[src/rtl/boot_loader_if.sv]
// Bus bundle between the boot sequencer and its ROM, backing memory, IM and DM.
// The master side is the boot_loader. The slave side is the surrounding memory system.
interface boot_loader_if #(
  parameter int DW     = 32,
  parameter int ROM_AW = 8
);
  logic              system_enable;
  logic              rom_enable;
  logic              rom_read;
  logic [ROM_AW-1:0] rom_address;
  logic [35:0]       rom_out;
  logic              MEM_en;
  logic              MEM_read;
  logic              MEM_write;
  logic [13:0]       MEM_addr;
  logic [DW-1:0]     MEM_data;
  logic              IM_enable;
  logic              IM_write;
  logic [9:0]        IM_address;
  logic [DW-1:0]     IM_in;
  logic              DM_enable;
  logic              DM_write;
  logic [14:0]       DM_address;
  logic [DW-1:0]     DM_in;
  logic              cpu_enable;
  logic              busy;
  logic              done;
  logic              error;

  modport master (
    input  system_enable, rom_out, MEM_data,
    output rom_enable, rom_read, rom_address,
    output MEM_en, MEM_read, MEM_write, MEM_addr,
    output IM_enable, IM_write, IM_address, IM_in,
    output DM_enable, DM_write, DM_address, DM_in,
    output cpu_enable, busy, done, error
  );

  modport slave (
    output system_enable, rom_out, MEM_data,
    input  rom_enable, rom_read, rom_address,
    input  MEM_en, MEM_read, MEM_write, MEM_addr,
    input  IM_enable, IM_write, IM_address, IM_in,
    input  DM_enable, DM_write, DM_address, DM_in,
    input  cpu_enable, busy, done, error
  );
endinterface

[src/rtl/boot_loader.sv]
// Descriptor-driven boot sequencer that copies word blocks from backing memory into IM/DM,
// then releases the CPU. Strobes and addresses are registered from the next-state decode.
module boot_loader #(
  parameter int DW     = 32,
  parameter int ROM_AW = 8
) (
  input  logic          clk,
  input  logic          rst,
  boot_loader_if.master bus
);

  typedef enum logic [2:0] {
    ST_IDLE   = 3'd0,
    ST_ROM_RD = 3'd1,
    ST_DECODE = 3'd2,
    ST_MEM_RD = 3'd3,
    ST_WR     = 3'd4,
    ST_DONE   = 3'd5,
    ST_ERROR  = 3'd6
  } state_e;

  localparam logic [ROM_AW-1:0] ROM_LAST = {ROM_AW{1'b1}};
  localparam logic [ROM_AW-1:0] ROM_ONE  = {{(ROM_AW-1){1'b0}}, 1'b1};

  state_e            state_r, state_s;
  logic [ROM_AW-1:0] rom_addr_r, rom_addr_s;
  logic [13:0]       src_r, src_s;
  logic [9:0]        dst_r, dst_s;
  logic [9:0]        n_r, n_s;
  logic [9:0]        cnt_r, cnt_s;
  logic              tgt_dm_r, tgt_dm_s;

  logic              rom_rd_r;
  logic              mem_rd_r;
  logic [13:0]       mem_addr_r;
  logic              im_wr_r;
  logic [9:0]        im_addr_r;
  logic              dm_wr_r;
  logic [14:0]       dm_addr_r;
  logic              busy_r;
  logic              done_r;
  logic              error_r;

  // State and descriptor/counter registers.
  always_ff @(posedge clk or negedge rst) begin
    if (!rst) begin
      state_r    <= ST_IDLE;
      rom_addr_r <= {ROM_AW{1'b0}};
      src_r      <= 14'd0;
      dst_r      <= 10'd0;
      n_r        <= 10'd0;
      cnt_r      <= 10'd0;
      tgt_dm_r   <= 1'b0;
    end else begin
      state_r    <= state_s;
      rom_addr_r <= rom_addr_s;
      src_r      <= src_s;
      dst_r      <= dst_s;
      n_r        <= n_s;
      cnt_r      <= cnt_s;
      tgt_dm_r   <= tgt_dm_s;
    end
  end

  // Next-state and next-descriptor decode.
  always_comb begin
    state_s    = state_r;
    rom_addr_s = rom_addr_r;
    src_s      = src_r;
    dst_s      = dst_r;
    n_s        = n_r;
    cnt_s      = cnt_r;
    tgt_dm_s   = tgt_dm_r;
    case (state_r)
      ST_IDLE: begin
        if (bus.system_enable) begin
          state_s    = ST_ROM_RD;
          rom_addr_s = {ROM_AW{1'b0}};
        end else begin
          state_s = ST_IDLE;
        end
      end
      ST_ROM_RD: state_s = ST_DECODE;
      ST_DECODE: begin
        case (bus.rom_out[35:34])
          2'b00: state_s = ST_DONE;
          2'b01, 2'b10: begin
            state_s  = ST_MEM_RD;
            src_s    = bus.rom_out[33:20];
            dst_s    = bus.rom_out[19:10];
            n_s      = bus.rom_out[9:0];
            cnt_s    = 10'd0;
            tgt_dm_s = bus.rom_out[35];
          end
          default: state_s = ST_ERROR;
        endcase
      end
      ST_MEM_RD: state_s = ST_WR;
      ST_WR: begin
        if (cnt_r == n_r) begin
          // Running off the end of the table without an END entry is fatal.
          if (rom_addr_r == ROM_LAST) begin
            state_s = ST_ERROR;
          end else begin
            state_s    = ST_ROM_RD;
            rom_addr_s = rom_addr_r + ROM_ONE;
          end
        end else begin
          state_s = ST_MEM_RD;
          cnt_s   = cnt_r + 10'd1;
        end
      end
      ST_DONE:  state_s = ST_DONE;
      ST_ERROR: state_s = ST_ERROR;
      default:  state_s = ST_ERROR;
    endcase
  end

  // Output registers, decoded from the state being entered so they line up with it.
  always_ff @(posedge clk or negedge rst) begin
    if (!rst) begin
      rom_rd_r   <= 1'b0;
      mem_rd_r   <= 1'b0;
      mem_addr_r <= 14'd0;
      im_wr_r    <= 1'b0;
      im_addr_r  <= 10'd0;
      dm_wr_r    <= 1'b0;
      dm_addr_r  <= 15'd0;
      busy_r     <= 1'b0;
      done_r     <= 1'b0;
      error_r    <= 1'b0;
    end else begin
      rom_rd_r   <= (state_s == ST_ROM_RD);
      mem_rd_r   <= (state_s == ST_MEM_RD);
      mem_addr_r <= (state_s == ST_MEM_RD) ? (src_s + {4'd0, cnt_s}) : 14'd0;
      im_wr_r    <= (state_s == ST_WR) && !tgt_dm_s;
      im_addr_r  <= ((state_s == ST_WR) && !tgt_dm_s) ? (dst_s + cnt_s) : 10'd0;
      dm_wr_r    <= (state_s == ST_WR) && tgt_dm_s;
      dm_addr_r  <= ((state_s == ST_WR) && tgt_dm_s) ?
                    ({5'd0, dst_s} + {5'd0, cnt_s}) : 15'd0;
      busy_r     <= (state_s == ST_ROM_RD) || (state_s == ST_DECODE) ||
                    (state_s == ST_MEM_RD) || (state_s == ST_WR);
      done_r     <= (state_s == ST_DONE);
      error_r    <= (state_s == ST_ERROR);
    end
  end

  assign bus.rom_enable  = rom_rd_r;
  assign bus.rom_read    = rom_rd_r;
  assign bus.rom_address = rom_addr_r;
  assign bus.MEM_en      = mem_rd_r;
  assign bus.MEM_read    = mem_rd_r;
  assign bus.MEM_write   = 1'b0;
  assign bus.MEM_addr    = mem_addr_r;
  assign bus.IM_enable   = im_wr_r;
  assign bus.IM_write    = im_wr_r;
  assign bus.IM_address  = im_addr_r;
  assign bus.DM_enable   = dm_wr_r;
  assign bus.DM_write    = dm_wr_r;
  assign bus.DM_address  = dm_addr_r;
  // Read data arrives during WR itself, so write data is a gated pass-through.
  assign bus.IM_in       = im_wr_r ? bus.MEM_data : {DW{1'b0}};
  assign bus.DM_in       = dm_wr_r ? bus.MEM_data : {DW{1'b0}};
  assign bus.cpu_enable  = done_r;
  assign bus.busy        = busy_r;
  assign bus.done        = done_r;
  assign bus.error       = error_r;

endmodule

[src/flat_wrapper.sv]
// flat-port wrapper written by rule: the top's interface ports become plain ports
module boot_loader_flat 
#(
  parameter int DW     = 32,
  parameter int ROM_AW = 8
)
  (clk, rst, bus_system_enable, bus_rom_out, bus_MEM_data, bus_rom_enable, bus_rom_read, bus_rom_address, bus_MEM_en, bus_MEM_read, bus_MEM_write, bus_MEM_addr, bus_IM_enable, bus_IM_write, bus_IM_address, bus_IM_in, bus_DM_enable, bus_DM_write, bus_DM_address, bus_DM_in, bus_cpu_enable, bus_busy, bus_done, bus_error);
  boot_loader_if #(.DW(DW), .ROM_AW(ROM_AW)) bus_i ();
  input  logic clk;
  input  logic rst;
  input wire logic [$bits(bus_i.system_enable)-1:0] bus_system_enable;
  input wire logic [$bits(bus_i.rom_out)-1:0] bus_rom_out;
  input wire logic [$bits(bus_i.MEM_data)-1:0] bus_MEM_data;
  output wire logic [$bits(bus_i.rom_enable)-1:0] bus_rom_enable;
  output wire logic [$bits(bus_i.rom_read)-1:0] bus_rom_read;
  output wire logic [$bits(bus_i.rom_address)-1:0] bus_rom_address;
  output wire logic [$bits(bus_i.MEM_en)-1:0] bus_MEM_en;
  output wire logic [$bits(bus_i.MEM_read)-1:0] bus_MEM_read;
  output wire logic [$bits(bus_i.MEM_write)-1:0] bus_MEM_write;
  output wire logic [$bits(bus_i.MEM_addr)-1:0] bus_MEM_addr;
  output wire logic [$bits(bus_i.IM_enable)-1:0] bus_IM_enable;
  output wire logic [$bits(bus_i.IM_write)-1:0] bus_IM_write;
  output wire logic [$bits(bus_i.IM_address)-1:0] bus_IM_address;
  output wire logic [$bits(bus_i.IM_in)-1:0] bus_IM_in;
  output wire logic [$bits(bus_i.DM_enable)-1:0] bus_DM_enable;
  output wire logic [$bits(bus_i.DM_write)-1:0] bus_DM_write;
  output wire logic [$bits(bus_i.DM_address)-1:0] bus_DM_address;
  output wire logic [$bits(bus_i.DM_in)-1:0] bus_DM_in;
  output wire logic [$bits(bus_i.cpu_enable)-1:0] bus_cpu_enable;
  output wire logic [$bits(bus_i.busy)-1:0] bus_busy;
  output wire logic [$bits(bus_i.done)-1:0] bus_done;
  output wire logic [$bits(bus_i.error)-1:0] bus_error;
  assign bus_i.system_enable = bus_system_enable;
  assign bus_i.rom_out = bus_rom_out;
  assign bus_i.MEM_data = bus_MEM_data;
  assign bus_rom_enable = bus_i.rom_enable;
  assign bus_rom_read = bus_i.rom_read;
  assign bus_rom_address = bus_i.rom_address;
  assign bus_MEM_en = bus_i.MEM_en;
  assign bus_MEM_read = bus_i.MEM_read;
  assign bus_MEM_write = bus_i.MEM_write;
  assign bus_MEM_addr = bus_i.MEM_addr;
  assign bus_IM_enable = bus_i.IM_enable;
  assign bus_IM_write = bus_i.IM_write;
  assign bus_IM_address = bus_i.IM_address;
  assign bus_IM_in = bus_i.IM_in;
  assign bus_DM_enable = bus_i.DM_enable;
  assign bus_DM_write = bus_i.DM_write;
  assign bus_DM_address = bus_i.DM_address;
  assign bus_DM_in = bus_i.DM_in;
  assign bus_cpu_enable = bus_i.cpu_enable;
  assign bus_busy = bus_i.busy;
  assign bus_done = bus_i.done;
  assign bus_error = bus_i.error;
  boot_loader #(.DW(DW), .ROM_AW(ROM_AW)) u_core (.clk(clk), .rst(rst), .bus(bus_i));
endmodule
[config.mk]
export PLATFORM = sky130hd
export DESIGN_NAME = boot_loader_flat
export DESIGN_NICKNAME = d
export VERILOG_FILES = /design/src/rtl/boot_loader_if.sv /design/src/rtl/boot_loader.sv /design/src/flat_wrapper.sv
export SDC_FILE = /design/constraint.sdc
export NUM_CORES = 1
export LEC_CHECK = 0
export BUFFER_PORTS_ARGS = -buffer_cell sky130_fd_sc_hd__buf_4
export CAP_MARGIN = 30
export CELL_PAD_IN_SITES_DETAIL_PLACEMENT = 0
export CELL_PAD_IN_SITES_GLOBAL_PLACEMENT = 1
export CORE_MARGIN = 5
export CORE_UTILIZATION = 37
export DETAILED_ROUTE_END_ITERATION = 8
export PLACE_DENSITY_LB_ADDON = 0.05
export SLEW_MARGIN = 20
export SYNTH_ARGS = -nofsm -noshare
export SYNTH_HDL_FRONTEND = slang
export SYNTH_SLANG_ARGS = --single-unit
[constraint.sdc]
create_clock -name clk -period 5.12 [get_ports clk]
set_input_delay 0.768 -clock clk [delete_from_list [all_inputs] [get_ports clk]]
set_output_delay 0.768 -clock clk [all_outputs]
set_load 0.03 [all_outputs]
==> results.ini <==
[status]
status = complete, no violations

[floorplanning]
dieHeight_um = 133.0
std_cell_rows = 45
die-area_mm2 = 0.01768
initial_core_util_pct = 37.22
io_pins = 195
die_w_um = 133.0
fp.coreArea_mm2 = 0.01503

[layout]
seq_area_mm2 = 0.002452
drive_above_1_share_pct = 28.59
fillCellCount = 1451
multiInputGateArea_mm2 = 0.002877
final_nets = 888
antenna_cells = 0
area_growth_pct = 33.23

[timing]
setup_viol = 0
tightest_slew_ns = 0.7904
rsz0062_at_grt = no
fin_crit_ns = 4.335
timing.fmax_ghz = 0.2307
fin_setup_tns_ns = 0
drv_slew = 0
timing.final.crit_share_pct = 84.66
hold_violations = 0
whs_ns = 0.4345
relSlewSlack_pct = 47.31
skew_ns = 0.008194

[clock_network]
htreeDepth = 3
cts_hold_buf = 0
cts_setup_buffers = 0
insertion_delay_ns = 0.35
clkSlewWorstSetupHoldPaths_ns = 0.07
cts.sinks = 98
post_cts_resized = 0
numCtsBuffers = 9
clockBufferDepth = 2
clockRootBuffer = clkbuf_16
cts_tree = yes

[routing]
routedWlPerCell_um = 15.77
drt_drc_violations_left = 0
ant_nets = 0
drt-pass1-iter-count = 4
num_vias = 4889
via_per_inst = 4.943
first_iter_violations = 188
drt_wl_total_um = 15600

[power_and_ir_drop]
power_leakage_nw = 3.869
peakVddDrop_mv = 0.1155
power.density_mw_per_mm2 = 221.9

[setup_path]
crit_type = reg -> reg
path_buf_inv = 1
critPathTopFamily = simple AND/OR/NAND/NOR gates
end_kind = register
critPathRequiredTime_ns = 5.32
cp_common_cell = o21ai_0
cp_slowest_stage_delay_ns = 0.70
path_cells = xnor2_1 -> nand3_1 -> or4_4 -> o21ai_0 -> mux2_2 -> ha_1 -> inv_1 -> fa_1 -> nor2b_1 -> o21ai_0 -> nand2b_1 -> a21o_1 -> a2bb2oi_1 -> o211ai_1 -> a21oi_1 -> and3_1 -> nor3_1
setup.worst_path.start = u_core.cnt_r[8]
critPathSlowestCell = or4_4
worstPathArrival_ns = 4.53
timing.rr.start = u_core.cnt_r[8]
start_kind = register
path_max_fanout = 23

[logic_synthesis]
ys_warn_count = 0
synthXorXnorAreaFrac_pct = 5.769
ys_types = 65
yosys.area_share.simple_pct = 27.62
synthAdderAreaFrac_pct = 5.322
synth_compound_area_share_pct = 9.884
synth_edf_count = 0
synthCells = 623
synthMuxAreaShare_pct = 2.214
syn_area_mm2 = 0.005595
synth-seq-cells = 98
async_reset_ff_share_pct = 100.0
synth-main-ff-cell = dfrtp_1
synth_top_family_by_area = simple AND/OR/NAND/NOR gates
ys_seq_area_share_pct = 43.83
avgSynthCellArea_um2 = 8.981

[global_route]
antenna_found_initial = 0
grt_pass1_vias = 5045
grt_max_degree = 51
grt_pass1_wl_um = 25270
overflow = 0
track_usage_pct = 17.73

[place]
gp_congestion = 0.8243
portBuffers = 189
dp_hpwl_um = 12220

[job]
maxCapViolCount = 0

[worst_hold_path]
hold_class = in -> async

==> cells in the mapped netlist, drive strengths merged (11+ instances only) <==
library cell | n | area [µm²]
and2 | 72 | 450.4
nor3 | 12 | 60.06
a21oi | 22 | 110.1
nand3 | 13 | 65.06
o21ai | 11 | 58.81
xnor2 | 27 | 244.0
dfrtp | 98 | 2452
clkbuf | 14 | 52.55
buf | 22 | 146.4
ha | 19 | 237.7
nand2 | 116 | 445.4
nor2 | 52 | 197.7
inv | 26 | 97.59
a21o | 11 | 82.58
==> state kept, by name, summed over array words and instances (netlist names), 8 cells and up <==
signal                  cells
u_core.n_r                 10
u_core.bus.MEM_addr        14
u_core.bus.DM_address      11
u_core.dst_r               10
u_core.bus.IM_address      10
u_core.cnt_r               10
u_core.src_r               14
u_core.bus.rom_address      8
==> path summary, 6_finish.rpt <==
kind                       slack (ns)                         to  cells after the start
min                              0.43  u_core.bus.rom_address[6]                      1
min in group clk                 0.48            u_core.src_r[8]                      2
max                              0.79    u_core.bus.MEM_addr[12]                     17
max in group asynchronous        3.61  u_core.bus.DM_address[10]                      2
max reg2reg                      0.79    u_core.bus.MEM_addr[12]                     17
min reg2reg                      0.48            u_core.src_r[8]                      2
==> layout make-up <==
class	count	share of cell area, %
clock inverters	7	1.494
flip-flops and latches	98	32.90
clock buffers	9	3.021
inverters	26	1.309
multi-input cells	467	38.59
well taps	188	3.155
repair buffers	194	19.54
==> per-layer routing <==
layer	routed length, µm	vias up	track usage (%)
met5	0	-	0
li1	-	2404	-
met2	7691	167	30.84
met1	6405	2289	20.69
met4	427	0	8.314
met3	1077	29	3.992
==> per-stage QoR <==
| step | setup slack [ns] | utilization, % | area, µm² | std cells | total power [mW] |
|---|---|---|---|---|---|
| global placement | 0.9825 | 47.35 | 7118 | 973 | 0.9161 |
| detailed placement | 0.8212 | 47.35 | 7118 | 973 | 0.9172 |
| global route | 0.4251 | 49.59 | 7455 | 989 | 1.719 |
| finish | 0.7852 | 49.59 | 7455 | 989 | 1.654 |
| floorplan | 1.034 | - | 5610 | 627 | 0.8362 |
| CTS | 0.8055 | 49.59 | 7455 | 989 | 1.684 |
==> cell usage in the layout (no fill, tap or decap), types with 10 or more instances in the layout <==
master	Yosys	routed
nor3_1	12	12
ha_1	19	19
dfrtp_1	98	98
nand2_1	114	114
nand3_1	13	13
o21ai_0	10	10
a21o_1	11	11
a21oi_1	22	22
buf_4	10	194
and2_1	72	72
xnor2_1	26	26
nor2_1	51	51
inv_1	26	26
==> cells by family (layout without fill, tap and decap cells) <==
family / count (synthesis) / in the layout
buffers and inverters: 62 / 236
xor gates and xnor gates: 36 / 36
other: 1 / 5
DFF: 98 / 98
muxes: 12 / 12
and+or+nand+nor: 311 / 311
adders and majority gates: 23 / 23
AOI/OAI and AO/OA: 80 / 80
==> where the power goes <==
| part | internal, mW | leakage (nW) | switching [mW] |
|---|---|---|---|
| clock network | 0.438 | 0.163 | 0.317 |
| logic | 0.0585 | 2.44 | 0.0675 |
| registers | 0.773 | 1.27 | 0 |
| total | 1.27 | 3.87 | 0.385 |
Power figures use the tool's default switching activity.
